<file path="src/rtl/nabp_pkg.sv">
// Shared definitions for the NABP mapper/shifter datapath: address widths,
// default image size and the shifter control-state encoding.
package nabp_pkg;

  localparam int unsigned kSLength     = 9;
  localparam int unsigned kAngleLength = 8;
  localparam int unsigned kImageSize   = 256;

  typedef enum logic [2:0] {
    ST_READY = 3'd0,
    ST_KICK  = 3'd1,
    ST_SHIFT = 3'd2,
    ST_DRAIN = 3'd3,
    ST_DONE  = 3'd4
  } state_e;

endpackage

</file>
<file path="src/rtl/nabp_shifter_delay.sv">
// Aligns the line-buffer read strobe with its returned data: the strobe is
// delayed RAM_LATENCY cycles and the sample is held between strobes.
module nabp_shifter_delay #(
  parameter int unsigned DATA_WIDTH  = 16,
  parameter int unsigned RAM_LATENCY = 1
) (
  input  logic                  clk,
  input  logic                  reset,
  input  logic                  rd_en_i,
  input  logic [DATA_WIDTH-1:0] rd_data_i,
  output logic                  valid_o,
  output logic [DATA_WIDTH-1:0] data_o
);

  logic [RAM_LATENCY-1:0] vld_q, vld_d;
  logic [DATA_WIDTH-1:0]  hold_q, hold_d;

  always_ff @(posedge clk or posedge reset) begin
    if (reset) begin
      vld_q  <= '0;
      hold_q <= '0;
    end else begin
      vld_q  <= vld_d;
      hold_q <= hold_d;
    end
  end

  // Read data arrives in the same cycle as the delayed strobe, so the live
  // sample is forwarded and only the held copy is registered.
  always_comb begin
    vld_d   = RAM_LATENCY'({vld_q, rd_en_i});
    valid_o = vld_q[RAM_LATENCY-1];
    hold_d  = valid_o ? rd_data_i : hold_q;
    data_o  = valid_o ? rd_data_i : hold_q;
  end

endmodule

</file>
<file path="src/rtl/nabp_shifter.sv">
// Shifter side of the mapper/shifter handshake: kicks the mapper, issues
// IMAGE_SIZE shift/read strobes, drains the line buffer and signals done.
// Optional NABP_SHIFTER_STALL_EN adds pe_ready back-pressure on the strobes.
module nabp_shifter
  import nabp_pkg::*;
#(
  parameter int unsigned IMAGE_SIZE  = kImageSize,
  parameter int unsigned S_LENGTH    = kSLength,
  parameter int unsigned DATA_WIDTH  = 16,
  parameter int unsigned RAM_LATENCY = 1
) (
  input  logic                  clk,
  input  logic                  reset,
  input  logic                  sc_kick,
  output logic                  sc_ready,
  output logic                  sh_kick,
  input  logic                  sh_ack,
  output logic                  sh_shift_en,
  output logic                  sh_done,
  input  logic [S_LENGTH-1:0]   fr_s_val,
  output logic [S_LENGTH-1:0]   lb_addr,
  output logic                  lb_rd_en,
  input  logic [DATA_WIDTH-1:0] lb_data,
`ifdef NABP_SHIFTER_STALL_EN
  input  logic                  pe_ready,
`endif
  output logic                  pe_shift_en,
  output logic [DATA_WIDTH-1:0] pe_data
);

  localparam int unsigned CNT_W = $clog2(IMAGE_SIZE + 1);
  localparam logic [CNT_W-1:0] CNT_LAST = CNT_W'(IMAGE_SIZE - 1);
  localparam logic [1:0] DRN_LAST = 2'(RAM_LATENCY - 1);

  state_e           state_q, state_d;
  logic [CNT_W-1:0] cnt_q, cnt_d;
  logic [1:0]       drn_q, drn_d;
  logic             pe_go;
  logic             shift;

`ifdef NABP_SHIFTER_STALL_EN
  assign pe_go = pe_ready;
`else
  assign pe_go = 1'b1;
`endif

  always_ff @(posedge clk or posedge reset) begin
    if (reset) begin
      state_q <= ST_READY;
      cnt_q   <= '0;
      drn_q   <= '0;
    end else begin
      state_q <= state_d;
      cnt_q   <= cnt_d;
      drn_q   <= drn_d;
    end
  end

  always_comb begin
    state_d = state_q;
    cnt_d   = cnt_q;
    drn_d   = drn_q;
    unique case (state_q)
      ST_READY: if (sc_kick) state_d = ST_KICK;
      ST_KICK:  if (sh_ack) state_d = ST_SHIFT;
      ST_SHIFT: begin
        if (!sh_ack) begin
          state_d = ST_READY;
          cnt_d   = '0;
        end
      end
      ST_DRAIN: begin
        if (drn_q == DRN_LAST) begin
          state_d = ST_DONE;
          drn_d   = '0;
        end else begin
          drn_d = drn_q + 2'd1;
        end
      end
      ST_DONE:  state_d = ST_READY;
      default:  state_d = ST_READY;
    endcase
    // The ack cycle in KICK already carries the first strobe, so the count
    // and the exit to DRAIN are driven by the strobe rather than the state.
    if (shift) begin
      if (cnt_q == CNT_LAST) begin
        cnt_d   = '0;
        state_d = ST_DRAIN;
      end else begin
        cnt_d = cnt_q + CNT_W'(1);
      end
    end
  end

  always_comb begin
    sc_ready    = (state_q == ST_READY);
    sh_kick     = (state_q == ST_KICK);
    sh_done     = (state_q == ST_DONE);
    shift       = ((state_q == ST_KICK) || (state_q == ST_SHIFT)) && sh_ack && pe_go;
    sh_shift_en = shift;
    lb_rd_en    = shift;
    lb_addr     = shift ? fr_s_val : '0;
  end

  nabp_shifter_delay #(
    .DATA_WIDTH (DATA_WIDTH),
    .RAM_LATENCY(RAM_LATENCY)
  ) u_delay (
    .clk      (clk),
    .reset    (reset),
    .rd_en_i  (lb_rd_en),
    .rd_data_i(lb_data),
    .valid_o  (pe_shift_en),
    .data_o   (pe_data)
  );

endmodule

</file>
<file path="config.mk">
export PLATFORM = sky130hd
export DESIGN_NAME = nabp_shifter
export DESIGN_NICKNAME = d
export VERILOG_FILES = /design/src/rtl/nabp_pkg.sv /design/src/rtl/nabp_shifter_delay.sv /design/src/rtl/nabp_shifter.sv
export SDC_FILE = /design/constraint.sdc
export NUM_CORES = 1
export LEC_CHECK = 0
export CORE_MARGIN = 8
export CORE_UTILIZATION = 27
export DETAILED_ROUTE_END_ITERATION = 12
export GPL_TIMING_DRIVEN = 0
export HOLD_SLACK_MARGIN = 0.12
export PLACE_DENSITY = 0.65
export RECOVER_POWER = 100
export REMOVE_ABC_BUFFERS = 1
export SLEW_MARGIN = 20
export SYNTH_ARGS = -nofsm -noshare
export SYNTH_HDL_FRONTEND = slang
export SYNTH_SLANG_ARGS = --single-unit
</file>
<file path="constraint.sdc">
create_clock -name clk -period 1.8 [get_ports clk]
set_clock_uncertainty 0.1 [all_clocks]
set_input_delay 0.27 -clock clk [delete_from_list [all_inputs] [get_ports clk]]
set_output_delay 0.27 -clock clk [all_outputs]
set_load 0.005 [all_outputs]
</file>
# Word level (Yosys, flattened, before mapping)
# Cells that the tools add are included.
# W data, S select, Z words.
# totals
word_cells	33
latchBits	0
input_bits	29
ram_bits	0
rom_bits	0
ff_bits	31
memories	0
# classes
reduce_logical	6
order_cmp	0
mux	14
n_shift	0
div	0
n_mul	0
n_bitwise	0
n_addsub	2
eq_ne	6
# ops
operator	count
$mux W9	5
$mux W3	6
$mux W16	1
$pmux W3 S4	1
$add A9 B1 Y9 const B	1
$eq A9 B8 Y1 const B	1
$eq A3 B2 Y1 const B	2
$eq A3 B1 Y1 const B	1
$eq A3 B3 Y1 const B	1
$logic_not A3 Y1	1
$add A2 B1 Y2 const B	1
$logic_not A2 Y1	1
$mux W2	1
$ne A2 B1 Y1 const B	1
$reduce_and A2 Y1	1
$reduce_bool A2 Y1	1
$logic_and A1 B1 Y1	1
$logic_or A1 B1 Y1	1

# Depth between registers and ports, before layout
# logic_depth
word_depth	5
mapped_depth	7
depth_no_buf	5

# By module
# From an unflattened synthesis, not the netlist that was laid out.
# unflattened
hier_cells	129
area_unflattened_um2	1534.0
# by_module_without_submodules
mod	area_per_inst_um2	instances	seq_area_each_um2	cells_per_inst
nabp_shifter	855.8	1	350.3	93
nabp_shifter_delay	678.2	1	425.4	36

# Worst setup path after synthesis
# No wires, ideal clock.
# synth_timing
path_kind	flip-flop to output port
startpoint	reg state_q[1]
endpoint	out lb_addr[2]
t_arrival_ns	1.363
t_required_ns	1.430
path_buffers	2
path_stages_with_launch	7
setup_slack_ns	0.067
path_cell_list	dfrtp_1 buf_6 xnor2_1 or3b_4 inv_1 buf_2 and2_1
# synth_between
elab_chain_cells	4
# synth_rtl
element	line_no	text
start, declared	nabp_shifter.sv:35	state_e state_q, state_d;
start signal, assigned	nabp_shifter.sv:53	state_q <= state_d;
$eq A3 B1 Y1 / $eq A3 B2 Y1 (equally long branches)	nabp_shifter.sv:99	shift = ((state_q == ST_KICK) || (state_q == ST_SHIFT)) && sh_ack && pe_go;
$logic_or A1 B1 Y1 *	nabp_shifter.sv:99	
$logic_and A1 B1 Y1 *	nabp_shifter.sv:99	
via lb_rd_en	nabp_shifter.sv:22	output logic lb_rd_en,
$mux W9 *	nabp_shifter.sv:102	lb_addr = shift ? fr_s_val : '0;
end, declared	nabp_shifter.sv:21	output logic [S_LENGTH-1:0] lb_addr,
# The timed path passes the listed nets; every way through them passes the cells marked *.

# Final worst setup path
# layout_timing
startpoint	reg state_q[0]
endpoint	out lb_addr[7]
# layout_between
elab_chain_cells	4
# layout_rtl
element	line_no
$eq A3 B1 Y1 / $eq A3 B2 Y1 (equally long branches)	nabp_shifter.sv:99
$logic_or A1 B1 Y1 *	nabp_shifter.sv:99
$logic_and A1 B1 Y1 *	nabp_shifter.sv:99
$mux W9 *	nabp_shifter.sv:102
# Mark *: on every way between the ends. The rest lies on a longest branch, timed or not.

==> metrics.txt <==
number of antenna violations at the first check in global routing=0; post-synthesis cell type with the largest combined area=sky130_fd_sc_hd__dfrtp_1; clock group share of total power=0.140; area growth from synthesis to layout=63.6%; post-synthesis cell area=0.00150 sq mm; pin count of the biggest net entering global routing=32; Placeable Area=0.00544 sq mm; data arrival at the endpoint of the critical path=1.76 ns; final period demand of the worst path=2.13 ns; CTS tree=built; Required @ worst endpoint=1.43 ns; worst hold slack=0.385 ns; Rel. slew slack=0.199; share of flip-flops with an asynchronous set or reset after synthesis=1.00; number of standard-cell rows in the floorplan=27; Top FF cell, synth=sky130_fd_sc_hd__dfrtp_1; Fmax achieved=470 MHz; wirelength, routed=4.15 mm; Root Driver=sky130_fd_sc_hd__clkbuf_8; number of synthesis warnings=0; TritonCTS buffer count=5; top cells by area in the synthesized netlist=sky130_fd_sc_hd__dfrtp_1, sky130_fd_sc_hd__mux2_2, sky130_fd_sc_hd__and2_1; detailed-route via count=1348; overall die width=90.5 um; first-pass GRT wire length=6.70 mm; area of placed instances=0.00212 sq mm; full die area=0.00820 sq mm; failing checks=setup timing; ant diodes=0; proportion of netlist area held by the largest area contributor=0.517; number of maximum-capacitance violations=0; I/O pin cnt=60; Avg Synthesized Cell Area=11.3 sq um; placed instance count=255; highest net fanout along the worst path=4; global-route met1 utilization=0.108; most frequently used cell type in the post-synthesis netlist=sky130_fd_sc_hd__dfrtp_1; clock transition at the registers of the reported paths=0.07 ns; run status=complete, but fails checks; Pre-antenna DRT Iters=4; Net Sw Frac=0.328; average detailed-routed wire length per instance=14.1 um; final setup violation count=31; DR vias/cell=4.57; leakage component of the power=1.13 nW; clk_lat worst skew=0.28 ns; global-route usage over all layers=0.100; via count of the first global-routing pass=1352; unrepaired setup endpoints after global routing=yes; Routed Antenna Nets=0; Hold Violations, Final=0; number of instances in the synthesized netlist=133; IR Drop Worst-Case VDD=557 uV; number of register bits inferred by synthesis=31; power per unit of standard cell area=1570 mW/mm^2; met3 demand-to-capacity share in global routing=0.0424; GP Congestion=0.765; launching element type of the critical path=register; Yosys cell types=38; starting utilization of the core area=0.276; Setup WS post-layout=-0.328 ns; share of the yosys chip area belonging to registers=0.517; total negative slack for setup checks=-5.81 ns; port buffer count=59; non-filler instance count after layout=295; part of the power in combinational logic=0.568; crit end category=output pin; most used routing layer in global routing=met2; worst slew pin tran=1.20 ns; number of H-tree branching levels=2; met2 usage in global routing=0.169; number of max-slew violations in the final report=0; number of enable flip-flop cells after synthesis=0; net switching power figure=1.26 mW; DRC Markers=0; register share of total power=0.292; critical path type=register to output pin; fraction of layout cells with a size suffix above 1=0.359; 1st-iter DRT viols=63; estimated wirelength of the detail-placed design=2.67 mm; kind of path behind the tightest hold check=register to register; buffer depth of the longest clock path=2; reg-to-reg slack, setup=-0.16 ns; Final nets=255; clock net sink count=31; synth cell count leaders=sky130_fd_sc_hd__dfrtp_1, sky130_fd_sc_hd__mux2_2, sky130_fd_sc_hd__and2_1, sky130_fd_sc_hd__nand2_1, sky130_fd_sc_hd__nand3_1; final period utilization=1.18; total grt overflow=0; post-route cell area=0.00245 sq mm; total internal power=2.59 mW; die height=90.5 um
-- metal layers --
| layer | vias up | routed length [um] |
|---|---|---|
| met2 | 41 | 2120 |
| met4 | 0 | 67 |
| li1 | 645 | - |
| met3 | 8 | 264 |
| met5 | - | 0 |
| met1 | 654 | 1690 |
-- sequential cells by signal, indices dropped and copies added, names as in the netlist --
name	cells
u_delay.hold_q	16
cnt_q	9
state_q	3
drn_q	2
u_delay.valid_o	1
-- worst max-delay path, cell delays in order (launching register included) --
cell,delay (ns)
sky130_fd_sc_hd__dfrtp_2,0.41
sky130_fd_sc_hd__xnor2_1,0.13
sky130_fd_sc_hd__or3b_4,0.43
sky130_fd_sc_hd__clkinvlp_4,0.11
sky130_fd_sc_hd__buf_6,0.10
sky130_fd_sc_hd__buf_6,0.09
sky130_fd_sc_hd__and2_4,0.13
sky130_fd_sc_hd__buf_6,0.09
-- cells in the final DEF, fill, tap and decap left out, types with 2 or more instances in the layout --
master / count
sky130_fd_sc_hd__dfrtp_2: 3
sky130_fd_sc_hd__o21ai_0: 4
sky130_fd_sc_hd__clkbuf_2: 6
sky130_fd_sc_hd__nand3b_1: 3
sky130_fd_sc_hd__buf_2: 8
sky130_fd_sc_hd__nor2_1: 4
sky130_fd_sc_hd__a21oi_1: 3
sky130_fd_sc_hd__nand4_1: 2
sky130_fd_sc_hd__mux2i_1: 2
sky130_fd_sc_hd__and2_4: 2
sky130_fd_sc_hd__ha_1: 3
sky130_fd_sc_hd__buf_4: 14
sky130_fd_sc_hd__dlygate4sd2_1: 4
sky130_fd_sc_hd__mux2_1: 10
sky130_fd_sc_hd__mux2_4: 2
sky130_fd_sc_hd__mux2_2: 6
sky130_fd_sc_hd__inv_1: 4
sky130_fd_sc_hd__clkinvlp_4: 2
sky130_fd_sc_hd__buf_6: 24
sky130_fd_sc_hd__clkbuf_1: 6
sky130_fd_sc_hd__clkbuf_8: 6
sky130_fd_sc_hd__nand2_1: 8
sky130_fd_sc_hd__nand3_1: 6
sky130_fd_sc_hd__and2_1: 8
sky130_fd_sc_hd__dfrtp_1: 27
sky130_fd_sc_hd__a31oi_1: 3
sky130_fd_sc_hd__clkdlybuf4s50_1: 27
sky130_fd_sc_hd__nor3_1: 2
-- kinds of logic (layout without fill, tap and decap cells) --
| kind of cell | Yosys count | count (layout) | synth area share |
|---|---|---|---|
| buffers and inverters | 14 | 104 | 0.0500 |
| and+or+nand+nor | 44 | 44 | 0.164 |
| muxes | 20 | 20 | 0.148 |
| DFF | 31 | 31 | 0.517 |
| AOI/OAI and AO/OA | 20 | 20 | 0.0893 |
| xor gates and xnor gates | 1 | 1 | 0.00584 |
| adders and majority gates | 3 | 3 | 0.0250 |
-- cell type report --
type,instances,area [sq um]
Tap cell,72,90.1
Fill cell,507,2980
Multi-Input combinational cell,88,673
Inverter,5,22.5
Sequential cell,31,783
Timing Repair inverter,2,12.5
Clock buffer,6,82.6
Clock inverter,1,5.00
Timing Repair Buffer,90,786
-- power by group through the flow --
stage | combinational (mW) | sequential, mW | clock (mW)
floorplan | 0.737 | 1.16 | 0
global placement | 1.61 | 1.21 | 0
detailed placement | 1.64 | 1.23 | 0
CTS | 2.19 | 1.13 | 0.567
global route | 2.38 | 1.16 | 0.602
finish | 2.19 | 1.13 | 0.540
-- metrics by stage --
stage	setup WS [ns]	total power, mW	utilization
after floorplan	-0.0874	1.90	-
after global placement	-1.00	2.82	0.391
after detailed placement	-1.01	2.87	0.391
after CTS	-0.355	3.88	0.447
after global routing	-0.404	4.13	0.451
final	-0.328	3.86	0.451
-- worst paths after layout --
kind / start / to / cells after the start
setup / recovery: state_q[0] / lb_addr[7] / 7
hold / removal: u_delay.hold_q[11] / u_delay.hold_q[11] / 1
setup reg to reg: state_q[0] / cnt_q[7] / 6
hold reg to reg: u_delay.hold_q[11] / u_delay.hold_q[11] / 1
max in group asynchronous: reset / u_delay.valid_o / 2
min in group asynchronous: reset / u_delay.hold_q[4] / 2
-- repair_timing --
item                                    in CTS  in global routing
endpoints found under the hold margin        0                  0
gates resized for setup                    140                 17
endpoints found under the setup margin      39                 32
hold buffers                                 0                  0
setup buffers                               22                  9
gates cloned                                 2                  0
pin swaps                                   10                  2
Power figures use the tool's default switching activity.
==> RTL edit (config.mk and constraints unchanged) <==
The option `NABP_SHIFTER_STALL_EN` is turned on by a define.
--- a/src/rtl/nabp_shifter.sv
+++ b/src/rtl/nabp_shifter.sv
@@ -2,4 +2,6 @@
 // IMAGE_SIZE shift/read strobes, drains the line buffer and signals done.
 // Optional NABP_SHIFTER_STALL_EN adds pe_ready back-pressure on the strobes.
+`define NABP_SHIFTER_STALL_EN
+
 module nabp_shifter
   import nabp_pkg::*;
Ports: changed (added pe_ready); port bits go from 60 to 61. The function was not compared with the original's and may differ.
==> RTL edit against the unedited design <==
  * The run still ends with negative setup slack left
  * Cell area increased by 2.2%
  * Sequential cell count stayed put
  * Via count about the same
  * Power is 13% lower
  * Sequential power fell by 4%
  * Worst setup slack better by 0.20 ns
  * Area after synthesis did not move
  * Wire length increased by 4.1%
  * Utilization rose by 0.99 points
  * Hold slack got worse by 0.0025 ns
  * Synthesized cell count fell by 1.5%
  * Largest cell class is now registers
  * Highest routed layer unchanged
==> RTL edit: results (changes against the unedited design) <==
[pwr]
ir_drop_uv=501  ; was 557 uV
internal_power_mw=2.25  ; was 2.59 mW
leakagePower_nw=1.09  ; was 1.13 nW

[logic_synthesis]
synth-xor-area-share_pct=1.17  ; was 0.584%
syn_inst=131  ; was 133
synth_cell_types=36  ; was 38
synth_compound_gate_area_share_pct=8.34  ; was 8.92%
synth_warnings=0  ; unchanged
synth_area_leaders=dfrtp_1, mux2_2, and2_1  ; unchanged
synth.area.mux_share_pct=15.5  ; was 14.8%
ys_top_cells_by_count=dfrtp_1, mux2_2, and2_1  ; unchanged
synth_adder_area_share_pct=2.50  ; unchanged
synthArstFlopShare_pct=100  ; unchanged

[timing]
slew_headroom_pct=19.4  ; was 19.9%
whs_ns=0.382  ; was 0.385 ns
worst_slack_ns=-0.132  ; was -0.328 ns
setup-violations-final=16  ; was 31

[drt]
wl_um=4320  ; was 4150 um
drt_iter0_markers=44  ; was 63
vias_per_cell=4.68  ; was 4.57
num_vias=1349  ; was 1348

[critical_path]
cp.arrival_ns=1.56  ; was 1.76 ns
cp_slowest_cell=dfrtp_2  ; was or3b_4
cp_slowest_stage_delay_ns=0.45  ; was 0.43 ns
worstPathMaxFanout=6  ; was 4
r2r-start=state_q[1]  ; was state_q[0]
critical_path.top_delay_family=flip-flops  ; was simple AND/OR/NAND/NOR gates

[grt]
grt_max_degree=32  ; unchanged
grtUsageMet1_pct=11.4  ; was 10.8%
met2_usage_pct=17.0  ; was 16.9%
grt_pass1_wl_um=6760  ; was 6700 um
grt_use_met3_pct=4.32  ; was 4.24%
grt_use_total_pct=10.1  ; was 10.0%

[clocking]
numCtsBuffers=5  ; unchanged
clockBufferDepth=2  ; unchanged
clk_pin_slew_ns=0.07  ; about the same

[placed_design]
dp_cells=255  ; unchanged
portBuffers=60  ; was 59
gp_congestion=0.780  ; was 0.765
place_ws_ns=-1.16  ; was -1.01 ns
dp_hpwl_um=2550  ; was 2670 um

[finish]
nets=248  ; was 255
drive_gt1_share_pct=41.2  ; was 35.9%

[status]
outcome=finished with violations  ; unchanged
violations=negative setup slack  ; unchanged

[worst_hold_path]
min_path_type=register to register  ; unchanged
min_from=u_delay.hold_q[15]  ; was u_delay.hold_q[11]

==> RTL edit: area by class of cell <==
cell class	count	area, sq um
repair buffers	84	756
multi-input cells	89	761
fillers	499	2930
well taps	72	90.1
flip-flops and latches	31	783
clock buffers	7	96.3
inverters	4	15.0
clock inverters	1	7.51
==> RTL edit: timing repair <==
action | 4_1_cts | 5_1_grt
setup endpoints to repair | 42 | 30
buffers inserted | 15 | 11
gates resized for setup | 121 | 36
pin swaps | 12 | 8
cloned | 2 | 0
==> RTL edit: per-layer routing <==
| layer | vias to the layer above | share of wire, % | wire [um] |
|---|---|---|---|
| met3 | 4 | 6.4 | 278 |
| met5 | - | 0 | 0 |
| met1 | 669 | 42 | 1820 |
| li1 | 631 | - | - |
| met4 | 0 | 1.2 | 52 |
| met2 | 45 | 50 | 2170 |
==> RTL edit: per-stage QoR <==
step	TNS (ns)	cell area [sq um]	util (%)	total power, mW
after floorplan	-1.80	1450	-	1.67
after global placement	-23.60	2140	39.4	2.42
after detailed placement	-22.36	2140	39.4	2.45
after CTS	-1.55	2470	45.5	3.34
after global routing	-2.96	2510	46.1	3.57
final	-1.54	2510	46.1	3.36
==> RTL edit: final timing paths <==
path | end | cells after the start
setup / recovery | lb_addr[0] | 6
hold / removal | u_delay.hold_q[15] | 1
setup reg to reg | cnt_q[2] | 6
hold reg to reg | u_delay.hold_q[15] | 1
max in group asynchronous | u_delay.valid_o | 2
min in group asynchronous | drn_q[0] | 2
==> RTL edit: power groups by stage <==
stage	clock network, mW	logic, mW	registers [mW]
3_3_place_gp	0	1.29	1.14
6_report	0.609	1.66	1.09
2_1_floorplan	0	0.573	1.09
3_5_place_dp	0	1.30	1.15
4_1_cts	0.629	1.63	1.08
5_1_grt	0.659	1.79	1.12
